<file path="src/rtl/max7219_pkg.sv">
`default_nettype none
// ============================================================================
// max7219_pkg : MAX7219 register map, segment codes and scheduler state codes
// Revision    : 1.0
// ============================================================================
package max7219_pkg;

    localparam logic [7:0] REG_DIGIT0    = 8'h01;
    localparam logic [7:0] REG_DECODE    = 8'h09;
    localparam logic [7:0] REG_INTENSITY = 8'h0A;
    localparam logic [7:0] REG_SCAN      = 8'h0B;
    localparam logic [7:0] REG_SHUTDOWN  = 8'h0C;
    localparam logic [7:0] REG_TEST      = 8'h0F;

    // Raw segment bytes: bit7=DP, bit6..0 = A B C D E F G
    localparam logic [7:0] SEG_0     = 8'h7E;
    localparam logic [7:0] SEG_1     = 8'h30;
    localparam logic [7:0] SEG_2     = 8'h6D;
    localparam logic [7:0] SEG_3     = 8'h79;
    localparam logic [7:0] SEG_4     = 8'h33;
    localparam logic [7:0] SEG_5     = 8'h5B;
    localparam logic [7:0] SEG_6     = 8'h5F;
    localparam logic [7:0] SEG_7     = 8'h70;
    localparam logic [7:0] SEG_8     = 8'h7F;
    localparam logic [7:0] SEG_9     = 8'h7B;
    localparam logic [7:0] SEG_A     = 8'h77;
    localparam logic [7:0] SEG_B     = 8'h1F;
    localparam logic [7:0] SEG_C     = 8'h4E;
    localparam logic [7:0] SEG_D     = 8'h3D;
    localparam logic [7:0] SEG_E     = 8'h4F;
    localparam logic [7:0] SEG_F     = 8'h47;
    localparam logic [7:0] SEG_H     = 8'h37;
    localparam logic [7:0] SEG_L     = 8'h0E;
    localparam logic [7:0] SEG_O     = 8'h7E;
    localparam logic [7:0] SEG_R     = 8'h05;
    localparam logic [7:0] SEG_MINUS = 8'h01;
    localparam logic [7:0] SEG_BLANK = 8'h00;

    localparam logic [1:0] T_IDLE = 2'd0;
    localparam logic [1:0] T_REQ  = 2'd1;
    localparam logic [1:0] T_WAIT = 2'd2;
    localparam logic [1:0] T_GAP  = 2'd3;

    localparam logic [2:0] INIT_TEST   = 3'd0;
    localparam logic [2:0] INIT_SCAN   = 3'd1;
    localparam logic [2:0] INIT_DECODE = 3'd2;
    localparam logic [2:0] INIT_INT    = 3'd3;
    localparam logic [2:0] SERVE       = 3'd4;

endpackage
`default_nettype wire

</file>
<file path="src/rtl/max7219_txn.sv">
`default_nettype none
// ============================================================================
// max7219_txn : one start/busy handshake with the serializer, with start retry
// Revision    : 1.0
// ============================================================================
import max7219_pkg::*;

module max7219_txn #(
    parameter logic [15:0] START_TIMEOUT = 16'd1024
) (
    input  logic       clk,
    input  logic       rst_n,
    input  logic       go,
    input  logic [7:0] addr,
    input  logic [7:0] data,
    input  logic       max_busy,
    output logic [7:0] max_addr,
    output logic [7:0] max_data,
    output logic       max_start,
    output logic       done,
    output logic       txn_idle
);

    logic [1:0]  state_q, state_d;
    logic [15:0] cnt_q, cnt_d;
    logic [7:0]  addr_q, addr_d;
    logic [7:0]  data_q, data_d;

    always_comb begin
        state_d = state_q;
        cnt_d   = cnt_q;
        addr_d  = addr_q;
        data_d  = data_q;
        done    = 1'b0;
        case (state_q)
            T_IDLE: begin
                if (go) begin
                    addr_d  = addr;
                    data_d  = data;
                    cnt_d   = '0;
                    state_d = T_REQ;
                end
            end
            T_REQ: begin
                if (max_busy) begin
                    cnt_d   = '0;
                    state_d = T_WAIT;
                end else if (cnt_q == START_TIMEOUT - 16'd1) begin
                    // serializer missed the request: release start for one cycle
                    cnt_d   = '0;
                    state_d = T_GAP;
                end else begin
                    cnt_d = cnt_q + 16'd1;
                end
            end
            T_WAIT: begin
                if (!max_busy) begin
                    done    = 1'b1;
                    state_d = T_IDLE;
                end
            end
            default: state_d = T_REQ;
        endcase
    end

    always_ff @(posedge clk or negedge rst_n) begin
        if (!rst_n) begin
            state_q <= T_IDLE;
            cnt_q   <= '0;
            addr_q  <= '0;
            data_q  <= '0;
        end else begin
            state_q <= state_d;
            cnt_q   <= cnt_d;
            addr_q  <= addr_d;
            data_q  <= data_d;
        end
    end

    assign max_addr  = addr_q;
    assign max_data  = data_q;
    assign max_start = (state_q == T_REQ);
    assign txn_idle  = (state_q == T_IDLE);

endmodule
`default_nettype wire

</file>
<file path="src/rtl/max7219_scheduler.sv">
`default_nettype none
// ============================================================================
// max7219_scheduler : init sequence, digit shadow and fixed-priority work arbiter
// Revision          : 1.0
// ============================================================================
import max7219_pkg::*;

module max7219_scheduler #(
    parameter int unsigned NUM_DIGITS    = 8,
    parameter logic [2:0]  SCAN_LIMIT    = 3'd7,
    parameter logic [7:0]  DECODE_MODE   = 8'h00,
    parameter logic [3:0]  INIT_BRIGHT   = 4'h3,
    parameter logic [15:0] START_TIMEOUT = 16'd1024
) (
    input  logic       clk,
    input  logic       rst_n,
    input  logic       digit_we,
    input  logic [2:0] digit_sel,
    input  logic [7:0] digit_seg,
    input  logic [3:0] brightness,
    input  logic       blank,
    input  logic       refresh,
    output logic [7:0] max_addr,
    output logic [7:0] max_data,
    output logic       max_start,
    input  logic       max_busy,
    output logic       ready,
    output logic       idle
);

    logic [2:0]            seq_q, seq_d;
    logic [7:0]            shadow_q [NUM_DIGITS];
    logic [7:0]            shadow_d [NUM_DIGITS];
    logic [NUM_DIGITS-1:0] dirty_q, dirty_d;
    logic                  pend_int_q, pend_int_d;
    logic                  pend_shdn_q, pend_shdn_d;
    logic [3:0]            last_bright_q, last_bright_d;
    logic                  blank_q, blank_d;

    logic                  go, done, txn_idle, has_dirty;
    logic [2:0]            dirty_idx;
    logic [7:0]            sel_addr, sel_data;
    logic                  clr_int, clr_shdn, set_int, set_shdn;
    logic [NUM_DIGITS-1:0] clr_dirty, set_dirty;

    always_comb begin
        seq_d         = seq_q;
        shadow_d      = shadow_q;
        last_bright_d = brightness;
        blank_d       = blank;
        go            = 1'b0;
        sel_addr      = 8'h00;
        sel_data      = 8'h00;
        clr_int       = 1'b0;
        clr_shdn      = 1'b0;
        clr_dirty     = '0;
        has_dirty     = 1'b0;
        dirty_idx     = '0;

        for (int k = int'(NUM_DIGITS) - 1; k >= 0; k--) begin
            if (dirty_q[k]) begin
                has_dirty = 1'b1;
                dirty_idx = 3'(k);
            end
        end

        case (seq_q)
            INIT_TEST: begin
                go       = txn_idle;
                sel_addr = REG_TEST;
            end
            INIT_SCAN: begin
                go       = txn_idle;
                sel_addr = REG_SCAN;
                sel_data = {5'b0, SCAN_LIMIT};
            end
            INIT_DECODE: begin
                go       = txn_idle;
                sel_addr = REG_DECODE;
                sel_data = DECODE_MODE;
            end
            INIT_INT: begin
                // the init intensity write already carries the current brightness
                go       = txn_idle;
                sel_addr = REG_INTENSITY;
                sel_data = {4'b0, brightness};
                clr_int  = txn_idle;
            end
            default: begin
                if (pend_shdn_q) begin
                    sel_addr = REG_SHUTDOWN;
                    sel_data = {7'b0, ~blank};
                    clr_shdn = txn_idle;
                end else if (pend_int_q) begin
                    sel_addr = REG_INTENSITY;
                    sel_data = {4'b0, brightness};
                    clr_int  = txn_idle;
                end else if (has_dirty) begin
                    sel_addr             = {5'b0, dirty_idx} + REG_DIGIT0;
                    sel_data             = shadow_q[dirty_idx];
                    clr_dirty[dirty_idx] = txn_idle;
                end
                go = txn_idle & (pend_shdn_q | pend_int_q | has_dirty);
            end
        endcase

        if (done && (seq_q != SERVE)) begin
            seq_d = seq_q + 3'd1;
        end

        set_int   = refresh | (brightness != last_bright_q);
        set_shdn  = refresh | (blank != blank_q);
        set_dirty = refresh ? '1 : '0;
        if (digit_we && (32'(digit_sel) < NUM_DIGITS)) begin
            set_dirty[digit_sel] = 1'b1;
            shadow_d[digit_sel]  = digit_seg;
        end

        // a set in the latch cycle outranks the clear, re-queueing the item
        pend_int_d  = set_int | (pend_int_q & ~clr_int);
        pend_shdn_d = set_shdn | (pend_shdn_q & ~clr_shdn);
        dirty_d     = set_dirty | (dirty_q & ~clr_dirty);
    end

    always_ff @(posedge clk or negedge rst_n) begin
        if (!rst_n) begin
            seq_q         <= INIT_TEST;
            for (int k = 0; k < int'(NUM_DIGITS); k++) shadow_q[k] <= 8'h00;
            dirty_q       <= '1;
            pend_int_q    <= 1'b1;
            pend_shdn_q   <= 1'b1;
            last_bright_q <= INIT_BRIGHT;
            blank_q       <= 1'b0;
        end else begin
            seq_q         <= seq_d;
            shadow_q      <= shadow_d;
            dirty_q       <= dirty_d;
            pend_int_q    <= pend_int_d;
            pend_shdn_q   <= pend_shdn_d;
            last_bright_q <= last_bright_d;
            blank_q       <= blank_d;
        end
    end

    max7219_txn #(
        .START_TIMEOUT(START_TIMEOUT)
    ) u_txn (
        .clk      (clk),
        .rst_n    (rst_n),
        .go       (go),
        .addr     (sel_addr),
        .data     (sel_data),
        .max_busy (max_busy),
        .max_addr (max_addr),
        .max_data (max_data),
        .max_start(max_start),
        .done     (done),
        .txn_idle (txn_idle)
    );

    assign ready = (seq_q == SERVE);
    assign idle  = ready & txn_idle & ~pend_int_q & ~pend_shdn_q & ~|dirty_q;

endmodule
`default_nettype wire

</file>
<file path="config.mk">
export PLATFORM = sky130hd
export DESIGN_NAME = max7219_scheduler
export DESIGN_NICKNAME = d
export VERILOG_FILES = /design/src/rtl/max7219_pkg.sv /design/src/rtl/max7219_txn.sv /design/src/rtl/max7219_scheduler.sv
export SDC_FILE = /design/constraint.sdc
export NUM_CORES = 1
export LEC_CHECK = 0
export BUFFER_PORTS_ARGS = -buffer_cell sky130_fd_sc_hd__buf_4
export CELL_PAD_IN_SITES_DETAIL_PLACEMENT = 1
export CELL_PAD_IN_SITES_GLOBAL_PLACEMENT = 2
export CORE_MARGIN = 2
export CORE_UTILIZATION = 37
export DETAILED_ROUTE_END_ITERATION = 10
export GPL_TIMING_DRIVEN = 0
export MAX_ROUTING_LAYER = met4
export PLACE_DENSITY = 0.82
export SYNTH_ARGS = -nofsm -noshare
export SYNTH_HDL_FRONTEND = slang
export SYNTH_HIERARCHICAL = 1
export SYNTH_SLANG_ARGS = --single-unit
</file>
<file path="constraint.sdc">
create_clock -name clk -period 2.4 [get_ports clk]
set_input_delay 0.12 -clock clk [delete_from_list [all_inputs] [get_ports clk]]
set_output_delay 0.12 -clock clk [all_outputs]
set_load 0.03 [all_outputs]
</file>
==> results.tsv, run 1 <==
stage	metric	value	unit
timing	Slew Limit Fails	0	
floorplanning	Initial Utilization	37.7	%
detailed_routing	DRC errors left	0	
pwr	post-layout total power	0.00725	W
placed_design	Port Buf Inserts	34	
yosys	Synth Flop Type	dfrtp_1	
clock_tree	CTS Buf Count	17	
timing	Rel. slew slack	21.1	%
pwr	Net Sw Frac	29.6	%
timing	Least-Margin Pin Slew	1180	ps
pwr	NetSw	0.00214	W
floorplanning	die height	128	um
detailed_routing	DR vias	4355	
timing	Final WS setup	29.1	ps
cells_and_area	# nets final	602	
yosys	Yosys cell types	64	
detailed_routing	top sig layer	met4	
placed_design	dpl hpwl	10800	um
clock_tree	# clock sinks	116	
yosys	Seq cells post-synth	116	
clock_tree	CTS tree	built	
clock_tree	H-tree depth	4	
grt	largest net degree at the start of global routing	61	
grt	initial antenna violation count	0	
placed_design	placed cell areas	0.00626	sq mm
setup_path	CP delay by family, top	simple AND/OR/NAND/NOR gates	
placed_design	Final Wtd Congestion	0.784	
clock_tree	Max clock buf depth	2	
clock_tree	clock slew at reported path FFs	60	ps
status	status	finished clean	
yosys	Synth area leader	dfrtp_1	
detailed_routing	met2 wire len	8350	um
detailed_routing	M1 wire length	7500	um
pwr	Pwr per Cell Area	1000	mW/mm^2
yosys	mapped cell area	0.00571	sq mm
yosys	Mapped Avg Cell Area	11.4	sq um
yosys	number of synthesized flops with an enable pin	0	
timing	Fin. Hold Viols	0	
yosys	register area share after synthesis	51.1	%
floorplanning	Core Area	0.0151	sq mm
cells_and_area	post-route cell area	0.00723	sq mm
grt	vias in the first global route	4814	
setup_path	CP max-delay cell	o41a_1	
timing	fmax	422	MHz
floorplanning	Die Area	0.0164	sq mm
cells_and_area	Syn-to-layout area delta	26.7	%
timing	Total Neg Setup Slack	0	ps
setup_path	CP startpoint kind	flip-flop	
cells_and_area	leading cell type in the layout, fill and taps excluded	dfrtp_1	
detailed_routing	Initial DRC Count	186	
pwr	Flop pwr share	36.3	%
floorplanning	I/O pin cnt	40	
pwr	leakage power	2.97	nW
grt	first-pass GRT wire length	26600	um
floorplanning	cell row count	45	
setup_path	cells along the critical path	nor2_2 > nand4_1 > o41a_1 > and2_2 > buf_8 > mux2_1	
yosys	Ys Warns	6	
yosys	synth top area cells	dfrtp_1, mux2_2, dfstp_2, o21ai_0, a21oi_1	
clock_tree	Clk Latency, worst-skew pair	420	ps
timing	RSZ-0062 raised after global routing	true	
clock_tree	Root Buffer	clkbuf_16	
detailed_routing	drt first pass iters	4	
flow_run	max-cap violations	0	
placed_design	pre-CTS setup slack	-548	ps
cells_and_area	share of layout cells above drive strength 1	34.9	%
cells_and_area	Antenna Cells	0	
detailed_routing	Antenna Nets Post-Route	0	
setup_path	crit end category	flip-flop	
yosys	Mapped Cells	499	
timing	Finish-stage setup viols	0	
floorplanning	DIE WIDTH	128	um
setup_path	worst path required time	2700	ps
setup_path	Worst Path Arrival	2670	ps
timing	fin crit period	2370	ps
yosys	area share of the largest cell type after synthesis	45.6	%
grt	GRT Residual Overflow	0	
hold_path	worst min-delay path category	in2reg	
pwr	combinational power share	25.5	%
timing	Final Cycle Share	98.8	%
grt	all-layer global routing usage	22.2	%
pwr	Internal Pwr Total	0.00510	W
detailed_routing	WL met3	427	um
timing	worst hold margin	13.3	ps
detailed_routing	Via density	5.62	
cells_and_area	most frequent cells in the layout	dfrtp_1, mux2_2, buf_4	
yosys	asr flop ratio synth	100	%
setup_path	CP Class	reg2reg	
detailed_routing	routed wire length	16500	um
detailed_routing	WL/cell	21.3	um
setup_path	max incr delay on CP	460	ps
timing	Final Skew	8.49	ps
pwr	Max VDD drop	0.757	mV
setup_path	Critical Path Fanout Max	10	
setup_path	WP buf/inv	1	
pwr	Clk pwr share	38.1	%
final cells by class:
| cell class | instances | area (sq um) |
|---|---|---|
| Timing Repair Buffer | 55 | 469 |
| Fill cell | 1578 | 7910 |
| Clock buffer | 24 | 502 |
| Clock inverter | 8 | 145 |
| Buffer | 22 | 146 |
| Multi-Input combinational cell | 349 | 2770 |
| Tap cell | 188 | 235 |
| Sequential cell | 116 | 2920 |
| Inverter | 13 | 48.8 |
layer usage:
layer  track usage (%)  vias to the layer above
li1                  -                     2006
met1              27.7                     2250
met3              4.84                       19
met2              36.1                       80
met5                 -                        -
met4              6.72                        0
power by group through the flow:
stage	logic (W)	clock network (W)	registers (W)
6_report	0.00185	0.00276	0.00263
2_1_floorplan	0.000937	0	0.00275
5_1_grt	0.00201	0.00289	0.00269
3_5_place_dp	0.00162	0	0.00264
4_1_cts	0.00176	0.00281	0.00262
3_3_place_gp	0.00156	0	0.00261
registers in the layout, summed over array words and instances (netlist names):
name            count
seq_q               3
pend_shdn_q         1
u_txn/max_data      8
blank_q             1
u_txn/cnt_q        16
dirty_q             8
u_txn/state_q       2
shadow_q           64
pend_int_q          1
last_bright_q       4
u_txn/max_addr      8
cell families after synthesis:
| family | Yosys count | share of synthesized area (%) |
|---|---|---|
| buffers and inverters | 37 | 2.83 |
| muxes | 82 | 16.2 |
| AOI/OAI and AO/OA | 121 | 13.9 |
| xor gates and xnor gates | 13 | 1.99 |
| and+or+nand+nor | 122 | 12.4 |
| other | 1 | 0.0657 |
| adders and majority gates | 7 | 1.53 |
| DFF | 116 | 51.1 |
metrics by stage:
stage	utilization [%]	std cells
floorplan	-	502
global placement	41.1	724
detailed placement	41.3	725
CTS	47.1	772
global route	47.8	775
finish	47.8	775
timing repair:
item	in CTS	in global routing
hold endpoints to repair	84	0
buffers inserted	4	3
endpoints found under the setup margin	34	24
hold buffers	13	0
pin swaps	3	6
resized for setup	29	20
Yosys cell counts, drive strengths merged, types with 4 or more instances:
cell type / n
dfstp: 12
nand2: 20
o2111ai: 4
o221ai: 6
nand3b: 5
nand4b: 6
nor4: 5
dfrtp: 104
o22ai: 13
nor2: 26
xnor2: 10
o21ai: 32
inv: 13
ha: 7
buf: 12
a21oi: 29
nor3: 14
or2: 5
nand4: 6
nand3: 8
a211oi: 7
mux2: 82
clkbuf: 12
a211o: 6
o31ai: 6
nand2b: 5
path summary, 6_finish.rpt:
check                                              start                             to  slack [ps]  cells after the start
min in group asynchronous                          rst_n       shadow_q[52]$_DFFE_PN0P_         250                      2
max                                 dirty_q[1]$_DFF_PN1_  u_txn/max_data[4]$_DFFE_PN0P_          30                      6
min                                         digit_seg[3]       shadow_q[11]$_DFFE_PN0P_          10                      2
min reg2reg                u_txn/max_data[5]$_DFFE_PN0P_  u_txn/max_data[5]$_DFFE_PN0P_         490                      1
max reg2reg                         dirty_q[1]$_DFF_PN1_  u_txn/max_data[4]$_DFFE_PN0P_          30                      6
max in group asynchronous                          rst_n           pend_int_q$_DFF_PN1_        1410                      3
No activity file was read; power rests on OpenSTA's default activity.
==> inputs of run 2 (changes only) <==
--- a/config.mk
+++ b/config.mk
@@ -5,15 +5,17 @@
 export SDC_FILE = /design/constraint.sdc
 export NUM_CORES = 1
 export LEC_CHECK = 0
+export ABC_AREA = 1
 export BUFFER_PORTS_ARGS = -buffer_cell sky130_fd_sc_hd__buf_4
 export CELL_PAD_IN_SITES_DETAIL_PLACEMENT = 1
 export CELL_PAD_IN_SITES_GLOBAL_PLACEMENT = 2
 export CORE_MARGIN = 2
-export CORE_UTILIZATION = 37
+export CORE_UTILIZATION = 34
+export CTS_CLUSTER_SIZE = 24
 export DETAILED_ROUTE_END_ITERATION = 10
 export GPL_TIMING_DRIVEN = 0
 export MAX_ROUTING_LAYER = met4
-export PLACE_DENSITY = 0.82
+export PLACE_DENSITY = 0.83
 export SYNTH_ARGS = -nofsm -noshare
 export SYNTH_HDL_FRONTEND = slang
 export SYNTH_HIERARCHICAL = 1
==> run 2 against run 1 <==
Net effect: via count increased by 17%; sequential power fell by 3%; core utilization fell by 5.1 points; fmax is 8.2% higher; first-iteration DRC count increased by 100%; worst setup slack better by 180 ps; cell area increased by 1.2%; hold slack gained 60 ps; clock-buffer cell count shrank 3; highest routed layer unchanged.
==> results.tsv, run 2 <==
stage	metric	value	unit	change
status	status	finished clean		
setup_path	cells along the critical path	inv_1 > ha_1 > nand2_2 > o21ai_2 > nor2_4 > nand2_1 > o21ai_1 > inv_2 > o21ai_4 > inv_2 > buf_6 > nand4_1 > nand2_1 > nor2_1		
placed_design	pre-CTS setup slack	23.6	ps	+572 ps
yosys	Mapped Cells	702		+41%
floorplanning	Die Area	0.0185	sq mm	+12%
clock_tree	# clock sinks	116		unchanged
floorplanning	die height	136	um	+6.0%
floorplanning	I/O pin cnt	40		unchanged
clock_tree	Root Buffer	clkbuf_16		
cells_and_area	# nets final	807		+34%
timing	RSZ-0062 raised after global routing	false		
flow_run	max-cap violations	0		unchanged
timing	Finish-stage setup viols	0		unchanged
cells_and_area	final cell count without fillers	1017		+31%
setup_path	worst path required time	2740	ps	+40 ps
pwr	Flop pwr share	35.8	%	-0.5 points
yosys	area share of the largest cell type after synthesis	44.0	%	-1.6 points
cells_and_area	Antenna Cells	0		unchanged
hold_path	Hold Path End	shadow_q[7]$_DFFE_PN0P_		
cells_and_area	Reg with most FFs	shadow_q		
yosys	mapped cell area	0.00591	sq mm	+3.6%
yosys	number of synthesized flops with an enable pin	0		unchanged
placed_design	Port Buf Inserts	39		+15%
timing	Total Neg Setup Slack	0	ps	unchanged
yosys	Seq cells post-synth	116		unchanged
pwr	Net Sw Frac	32.3	%	+2.7 points
timing	Final WS setup	208	ps	+179 ps
detailed_routing	Initial DRC Count	381		+100%
clock_tree	H-tree depth	4		unchanged
timing	Least-Margin Pin Slew	675	ps	-502 ps
setup_path	Critical Path Fanout Max	10		unchanged
detailed_routing	DRC errors left	0		unchanged
detailed_routing	routed wire length	17600	um	+7.1%
timing	Slew Limit Fails	0		unchanged
yosys	Yosys cell types	46		-28%
cells_and_area	post-route cell area	0.00732	sq mm	+1.2%
floorplanning	DIE WIDTH	136	um	+6.0%
cells_and_area	Largest register FFs	64		unchanged
yosys	Post-synth top cells	nand2_1, dfrtp_1, inv_1, o21ai_0, nor2_1		
yosys	synth top area cells	dfrtp_1, nand2_1, o21ai_0, dfstp_2, inv_1		
floorplanning	cell row count	48		+6.7%
setup_path	Critical Path Stages	14		+8
cells_and_area	Final Util	42.6	%	-5.1 points
grt	largest net degree at the start of global routing	97		+59%
floorplanning	Initial Utilization	34.4	%	-3.3 points
placed_design	placed cell areas	0.00653	sq mm	+4.4%
floorplanning	Core Area	0.0172	sq mm	+13%
yosys	Synth Flop Type	dfrtp_1		
clock_tree	CTS Buf Count	17		unchanged
cells_and_area	Largest regs	shadow_q (64), u_txn/cnt_q (16)		
cells_and_area	most frequent cells in the layout	nand2_1, dfrtp_1, o21ai_0		
placed_design	DP Cell Count	970		+34%
detailed_routing	Antenna Nets Post-Route	0		unchanged
detailed_routing	WL/cell	17.4	um	-18%
cells_and_area	Syn-to-layout area delta	23.9	%	
cells_and_area	share of layout cells above drive strength 1	19.1	%	-16 points
grt	initial antenna violation count	0		unchanged
setup_path	Worst Path Arrival	2540	ps	-130 ps
hold_path	hold_sp	digit_seg[7]		
timing	Final Cycle Share	91.3	%	-7.5 points
setup_path	CP startpoint kind	flip-flop		
pwr	leakage power	3.56	nW	+20%
setup_path	reg-to-reg slack, setup	210	ps	+180 ps
placed_design	Final Wtd Congestion	0.835		+6.5%
setup_path	CP Class	reg2reg		
setup_path	reg2reg path depth	14		+8
timing	fmax	456	MHz	+8.2%
yosys	register area share after synthesis	49.4	%	-1.8 points
grt	vias in the first global route	5572		+16%
clock_tree	Max clock buf depth	2		unchanged
clock_tree	clock slew at reported path FFs	50	ps	about the same
clock_tree	Clk Latency, worst-skew pair	410	ps	about the same
detailed_routing	drt first pass iters	4		unchanged
timing	Rel. slew slack	54.8	%	+34 points
pwr	Internal Pwr Total	0.00485	W	-5.0%
grt	first-pass GRT wire length	29000	um	+9.0%
placed_design	dpl hpwl	12400	um	+15%
setup_path	worst r2r src	seq_q[0]$_DFFE_PN0P_		
pwr	Pwr per Cell Area	979	mW/mm^2	-2.3%
pwr	Clk pwr share	36.9	%	-1.2 points
detailed_routing	Via density	4.99		-11%
hold_path	worst min-delay path category	in2reg		
detailed_routing	DR vias	5078		+17%
clock_tree	CTS tree	built		
yosys	Synth area leader	dfrtp_1		
yosys	Mapped Avg Cell Area	8.42	sq um	-26%
setup_path	crit end category	flip-flop		
setup_path	worst r2r dst	u_txn/cnt_q[12]$_DFFE_PN0P_		
hold_path	Min-Delay Path Depth	3		+1
setup_path	max incr delay on CP	370	ps	-90 ps
setup_path	CP delay by family, top	simple AND/OR/NAND/NOR gates		
grt	all-layer global routing usage	21.3	%	-0.88 points
setup_path	WP buf/inv	4		+3
pwr	NetSw	0.00231	W	+7.9%
grt	GRT Residual Overflow	0		unchanged
cells_and_area	leading cell type in the layout, fill and taps excluded	nand2_1		
setup_path	CP max-delay cell	dfrtp_1		
pwr	Max VDD drop	0.476	mV	-37%
timing	Fin. Hold Viols	0		unchanged
yosys	Ys Warns	6		unchanged
timing	Final Skew	5.17	ps	-3.32 ps
pwr	combinational power share	27.3	%	+1.8 points
yosys	asr flop ratio synth	100	%	unchanged
timing	fin crit period	2190	ps	-179 ps
yosys	most numerous cell in the Yosys netlist	nand2_1		
-- run 2: worst max-delay path by stage --
stage / startpoint / endpoint / slack [ps]
2_1_floorplan: seq_q[0]$_DFFE_PN0P_ / u_txn/cnt_q[11]$_DFFE_PN0P_ / 380
3_3_place_gp: dirty_q[7]$_DFF_PN1_ / u_txn/max_addr[1]$_DFFE_PN0P_ / 70
3_5_place_dp: seq_q[0]$_DFFE_PN0P_ / u_txn/cnt_q[12]$_DFFE_PN0P_ / 20
4_1_cts: dirty_q[7]$_DFF_PN1_ / u_txn/max_addr[2]$_DFFE_PN0P_ / 60
5_1_grt: seq_q[0]$_DFFE_PN0P_ / u_txn/cnt_q[11]$_DFFE_PN0P_ / 10
6_report: seq_q[0]$_DFFE_PN0P_ / u_txn/cnt_q[12]$_DFFE_PN0P_ / 210
-- run 2: cell families (layout without fill, tap and decap cells) --
family / Yosys count / in the layout / synth area share (%)
muxes: 17 / 17 / 3.85
AOI/OAI and AO/OA: 124 / 124 / 11.9
other: 1 / 4 / 0.0634
DFF: 116 / 116 / 49.4
xor gates and xnor gates: 7 / 7 / 1.04
and+or+nand+nor: 335 / 335 / 25.8
buffers and inverters: 95 / 182 / 6.52
adders and majority gates: 7 / 7 / 1.48
-- run 2: cell type report --
cell class,count,area (sq um)
clock buffers,21,450
flip-flops and latches,116,2920
well taps,225,282
inverters,83,314
repair buffers,55,494
plain buffers,12,71.3
fillers,2072,9850
multi-input cells,494,2640
clock inverters,11,158
-- run 2: through the flow --
stage                     power [W]  hold slack (ps)
after floorplan             0.00383             -176
after global placement      0.00435              264
after detailed placement    0.00447            -9.81
after CTS                   0.00723             57.8
after global routing        0.00755              112
final                       0.00717             72.9
-- run 2: power groups by stage --
stage,combinational (W),sequential [W],clock (W)
2_1_floorplan,0.00112,0.00271,0
4_1_cts,0.00198,0.00256,0.00269
3_5_place_dp,0.00188,0.00259,0
5_1_grt,0.00217,0.00261,0.00277
6_report,0.00196,0.00256,0.00265
3_3_place_gp,0.00179,0.00256,0
-- run 2: per-layer routing --
layer  share of wire, %  global-route usage [%]  wire length (um)
met1                 44                    26.6              7800
met2                 50                    35.1              8880
met3                3.6                    3.80               640
met4                1.9                    7.00               327
met5                  0                       -                 0
-- run 2: timing repair --
action                                  in CTS  in global routing
pin swaps                                    1                  2
resized for setup                            0                  6
endpoints found under the setup margin       1                 16
endpoints found under the hold margin      118                  0
gates cloned                                 0                  0
hold buffers                                13                  0
setup buffers                                1                  1
-- run 2: worst min-delay path: cells and delay by family --
family          cells  cell delay [ps]
buf+inv             2              180
compound gates      1              140
==> inputs of run 3 (changes only) <==
--- a/config.mk
+++ b/config.mk
@@ -10,12 +10,12 @@
 export CELL_PAD_IN_SITES_DETAIL_PLACEMENT = 1
 export CELL_PAD_IN_SITES_GLOBAL_PLACEMENT = 2
 export CORE_MARGIN = 2
-export CORE_UTILIZATION = 34
+export CORE_UTILIZATION = 40
 export CTS_CLUSTER_SIZE = 24
 export DETAILED_ROUTE_END_ITERATION = 10
 export GPL_TIMING_DRIVEN = 0
 export MAX_ROUTING_LAYER = met4
-export PLACE_DENSITY = 0.83
+export PLACE_DENSITY = 0.91
 export SYNTH_ARGS = -nofsm -noshare
 export SYNTH_HDL_FRONTEND = slang
 export SYNTH_HIERARCHICAL = 1
==> constraint.sdc (replaced) <==
create_clock -name clk -period 2.7 [get_ports clk]
set_input_delay 0.135 -clock clk [delete_from_list [all_inputs] [get_ports clk]]
set_output_delay 0.135 -clock clk [all_outputs]
set_load 0.03 [all_outputs]
==> run 3 against run 2 <==
Net effect: critical path depth shrank 3; clock skew grew 2.2 ps; sequential share of layout area grew 0.74 points; worst setup slack improved by 79 ps; routed wire length is 3.9% lower; global-route usage rose by 2.4 points; hold slack improved by 12 ps; final cell count shrank 4.2%; total power fell by 14%; largest cell class unchanged; largest power group is now sequential cells; highest routed layer unchanged.
==> results.tsv, run 3 (same netlist as run 2, synthesis figures left out) <==
stage	metric	value	unit	change
cells_and_area	share of layout cells above drive strength 1	18.2	%	-0.84 points
cells_and_area	Largest register FFs	64		unchanged
cells_and_area	Fillers	1771		-15%
status	status	finished clean		
pwr	NetSw	0.00200	W	-13%
pwr	Internal Pwr Total	0.00414	W	-15%
clock_tree	clock slew at reported path FFs	50	ps	about the same
cells_and_area	Multi-input gate area	0.00262	sq mm	-0.57%
grt	first-pass GRT wire length	28200	um	-2.7%
cells_and_area	Syn-to-layout area delta	21.6	%	
pwr	Pwr per Cell Area	855	mW/mm^2	-13%
timing	fmax	414	MHz	-9.2%
timing	Fin. Hold Viols	0		unchanged
timing	Final Skew	7.35	ps	+2.17 ps
setup_path	CP startpoint kind	flip-flop		
cells_and_area	Largest regs	shadow_q (64), u_txn/cnt_q (16)		
clock_tree	CTS tree	built		
placed_design	pre-CTS setup slack	346	ps	+322 ps
pwr	combinational power share	27.0	%	-0.3 points
grt	GRT Residual Overflow	0		unchanged
setup_path	worst path required time	3000	ps	+260 ps
detailed_routing	Antenna Nets Post-Route	0		unchanged
setup_path	Critical Path Fanout Max	10		unchanged
hold_path	worst min-delay path category	in2reg		
setup_path	crit end category	flip-flop		
timing	RSZ-0062 raised after global routing	false		
clock_tree	H-tree depth	4		unchanged
floorplanning	DIE WIDTH	126	um	-7.6%
pwr	Flop pwr share	37.2	%	+1.4 points
flow_run	max-cap violations	0		unchanged
detailed_routing	Initial DRC Count	256		-33%
cells_and_area	leading cell type in the layout, fill and taps excluded	nand2_1		
pwr	post-layout total power	0.00615	W	-14%
grt	all-layer global routing usage	23.6	%	+2.4 points
detailed_routing	Via density	5.24		+4.8%
detailed_routing	routed wire length	17000	um	-3.9%
timing	Total Neg Setup Slack	0	ps	unchanged
floorplanning	I/O pin cnt	40		unchanged
grt	largest net degree at the start of global routing	63		-35%
floorplanning	cell row count	44		-8.3%
cells_and_area	# nets final	805		-0.25%
cells_and_area	Reg with most FFs	shadow_q		
cells_and_area	most frequent cells in the layout	nand2_1, dfrtp_1, inv_1, o21ai_0, nor2_1		
placed_design	placed cell areas	0.00648	sq mm	-0.79%
clock_tree	Root Buffer	clkbuf_16		
timing	Final Cycle Share	89.4	%	-2.0 points
cells_and_area	Reg area	0.00292	sq mm	unchanged
timing	fin crit period	2410	ps	+221 ps
floorplanning	Initial Utilization	40.8	%	+6.4 points
timing	Final WS setup	287	ps	+78.8 ps
detailed_routing	drt first pass iters	4		unchanged
floorplanning	Core Area	0.0145	sq mm	-16%
pwr	leakage power	3.53	nW	-0.78%
cells_and_area	post-route cell area	0.00719	sq mm	-1.8%
pwr	Max VDD drop	0.440	mV	-7.5%
clock_tree	# clock sinks	116		unchanged
cells_and_area	Antenna Cells	0		unchanged
clock_tree	CTS Buf Count	17		unchanged
placed_design	dpl hpwl	12000	um	-2.9%
clock_tree	Max clock buf depth	2		unchanged
timing	Rel. slew slack	50.2	%	-4.6 points
pwr	Net Sw Frac	32.6	%	+0.30 points
setup_path	Worst Path Arrival	2710	ps	+170 ps
pwr	Clk pwr share	35.8	%	-1.1 points
detailed_routing	WL/cell	17.4	um	+0.31%
placed_design	Port Buf Inserts	39		unchanged
floorplanning	die height	126	um	-7.6%
timing	Slew Limit Fails	0		unchanged
cells_and_area	Final Util	49.7	%	+7.0 points
timing	Finish-stage setup viols	0		unchanged
clock_tree	Clk Latency, worst-skew pair	420	ps	about the same
timing	Least-Margin Pin Slew	743	ps	+68.3 ps
setup_path	CP Class	reg2reg		
grt	initial antenna violation count	0		unchanged
placed_design	Final Wtd Congestion	0.872		+4.5%
detailed_routing	DR vias	5099		+0.41%
grt	vias in the first global route	5459		-2.0%
clock_tree	post-CTS sizing	0		unchanged
clock_tree	setup repair bufs after CTS	0		-1
detailed_routing	DRC errors left	0		unchanged
floorplanning	Die Area	0.0158	sq mm	-15%
==> run 3: area by class of cell <==
class                   count  share of cell area, %
multi-input cells         494                   36.4
inverters                  83                   4.37
clock inverters             4                  0.627
flip-flops and latches    116                   40.6
clock buffers              28                   7.47
plain buffers              12                  0.992
repair buffers             53                   6.32
well taps                 184                   3.20
==> run 3: critical path: stages, from the launching register on <==
cell	delay (ps)
dfrtp_1	400
ha_1	210
ha_1	270
inv_1	160
nand2_1	120
o21ai_0	180
inv_1	140
o21ai_4	270
inv_2	140
buf_6	170
a21oi_1	150
nor2_1	70
==> run 3: per-layer routing <==
| layer | vias to the layer above | track usage (%) | part of all wire [%] | wire length, um |
|---|---|---|---|---|
| met5 | - | - | 0 | 0 |
| met4 | 0 | 10.2 | 2.8 | 480 |
| met1 | 2560 | 28.6 | 44 | 7510 |
| li1 | 2427 | - | - | - |
| met2 | 79 | 39.3 | 50 | 8470 |
| met3 | 33 | 3.72 | 2.9 | 491 |
==> run 3: timing repair <==
action | in CTS | in global routing
hold endpoints to repair | 56 | 0
setup endpoints to repair | 0 | 0
hold buffers | 13 | 0
==> run 3: stage by stage <==
| stage | cells | hold slack [ps] |
|---|---|---|
| final | 974 | 84.9 |
| after global routing | 974 | 114 |
| after CTS | 974 | 74.0 |
| after detailed placement | 929 | 144 |
| after global placement | 928 | 277 |
| after floorplan | 705 | -161 |
==> run 3: path summary, 6_finish.rpt <==
path                                          startpoint                    endpoint  slack [ps]  cells after the start
worst min register to register  shadow_q[16]$_DFFE_PN0P_    shadow_q[16]$_DFFE_PN0P_         480                      2
worst max-delay path                seq_q[0]$_DFFE_PN0P_  u_txn/cnt_q[3]$_DFFE_PN0P_         290                     11
min in group asynchronous                          rst_n    shadow_q[12]$_DFFE_PN0P_         260                      2
worst min-delay path                        digit_seg[4]     shadow_q[4]$_DFFE_PN0P_          80                      3
max in group asynchronous                          rst_n       pend_shdn_q$_DFF_PN1_        1730                      3
worst max register to register      seq_q[0]$_DFFE_PN0P_  u_txn/cnt_q[3]$_DFFE_PN0P_         290                     11
==> run 3: power groups by stage <==
stage	sequential [W]	clock, W	combinational, W
finish	0.00228	0.00220	0.00166
CTS	0.00228	0.00223	0.00168
detailed placement	0.00230	0	0.00165
floorplan	0.00241	0	0.000994
global route	0.00232	0.00232	0.00183
global placement	0.00228	0	0.00159
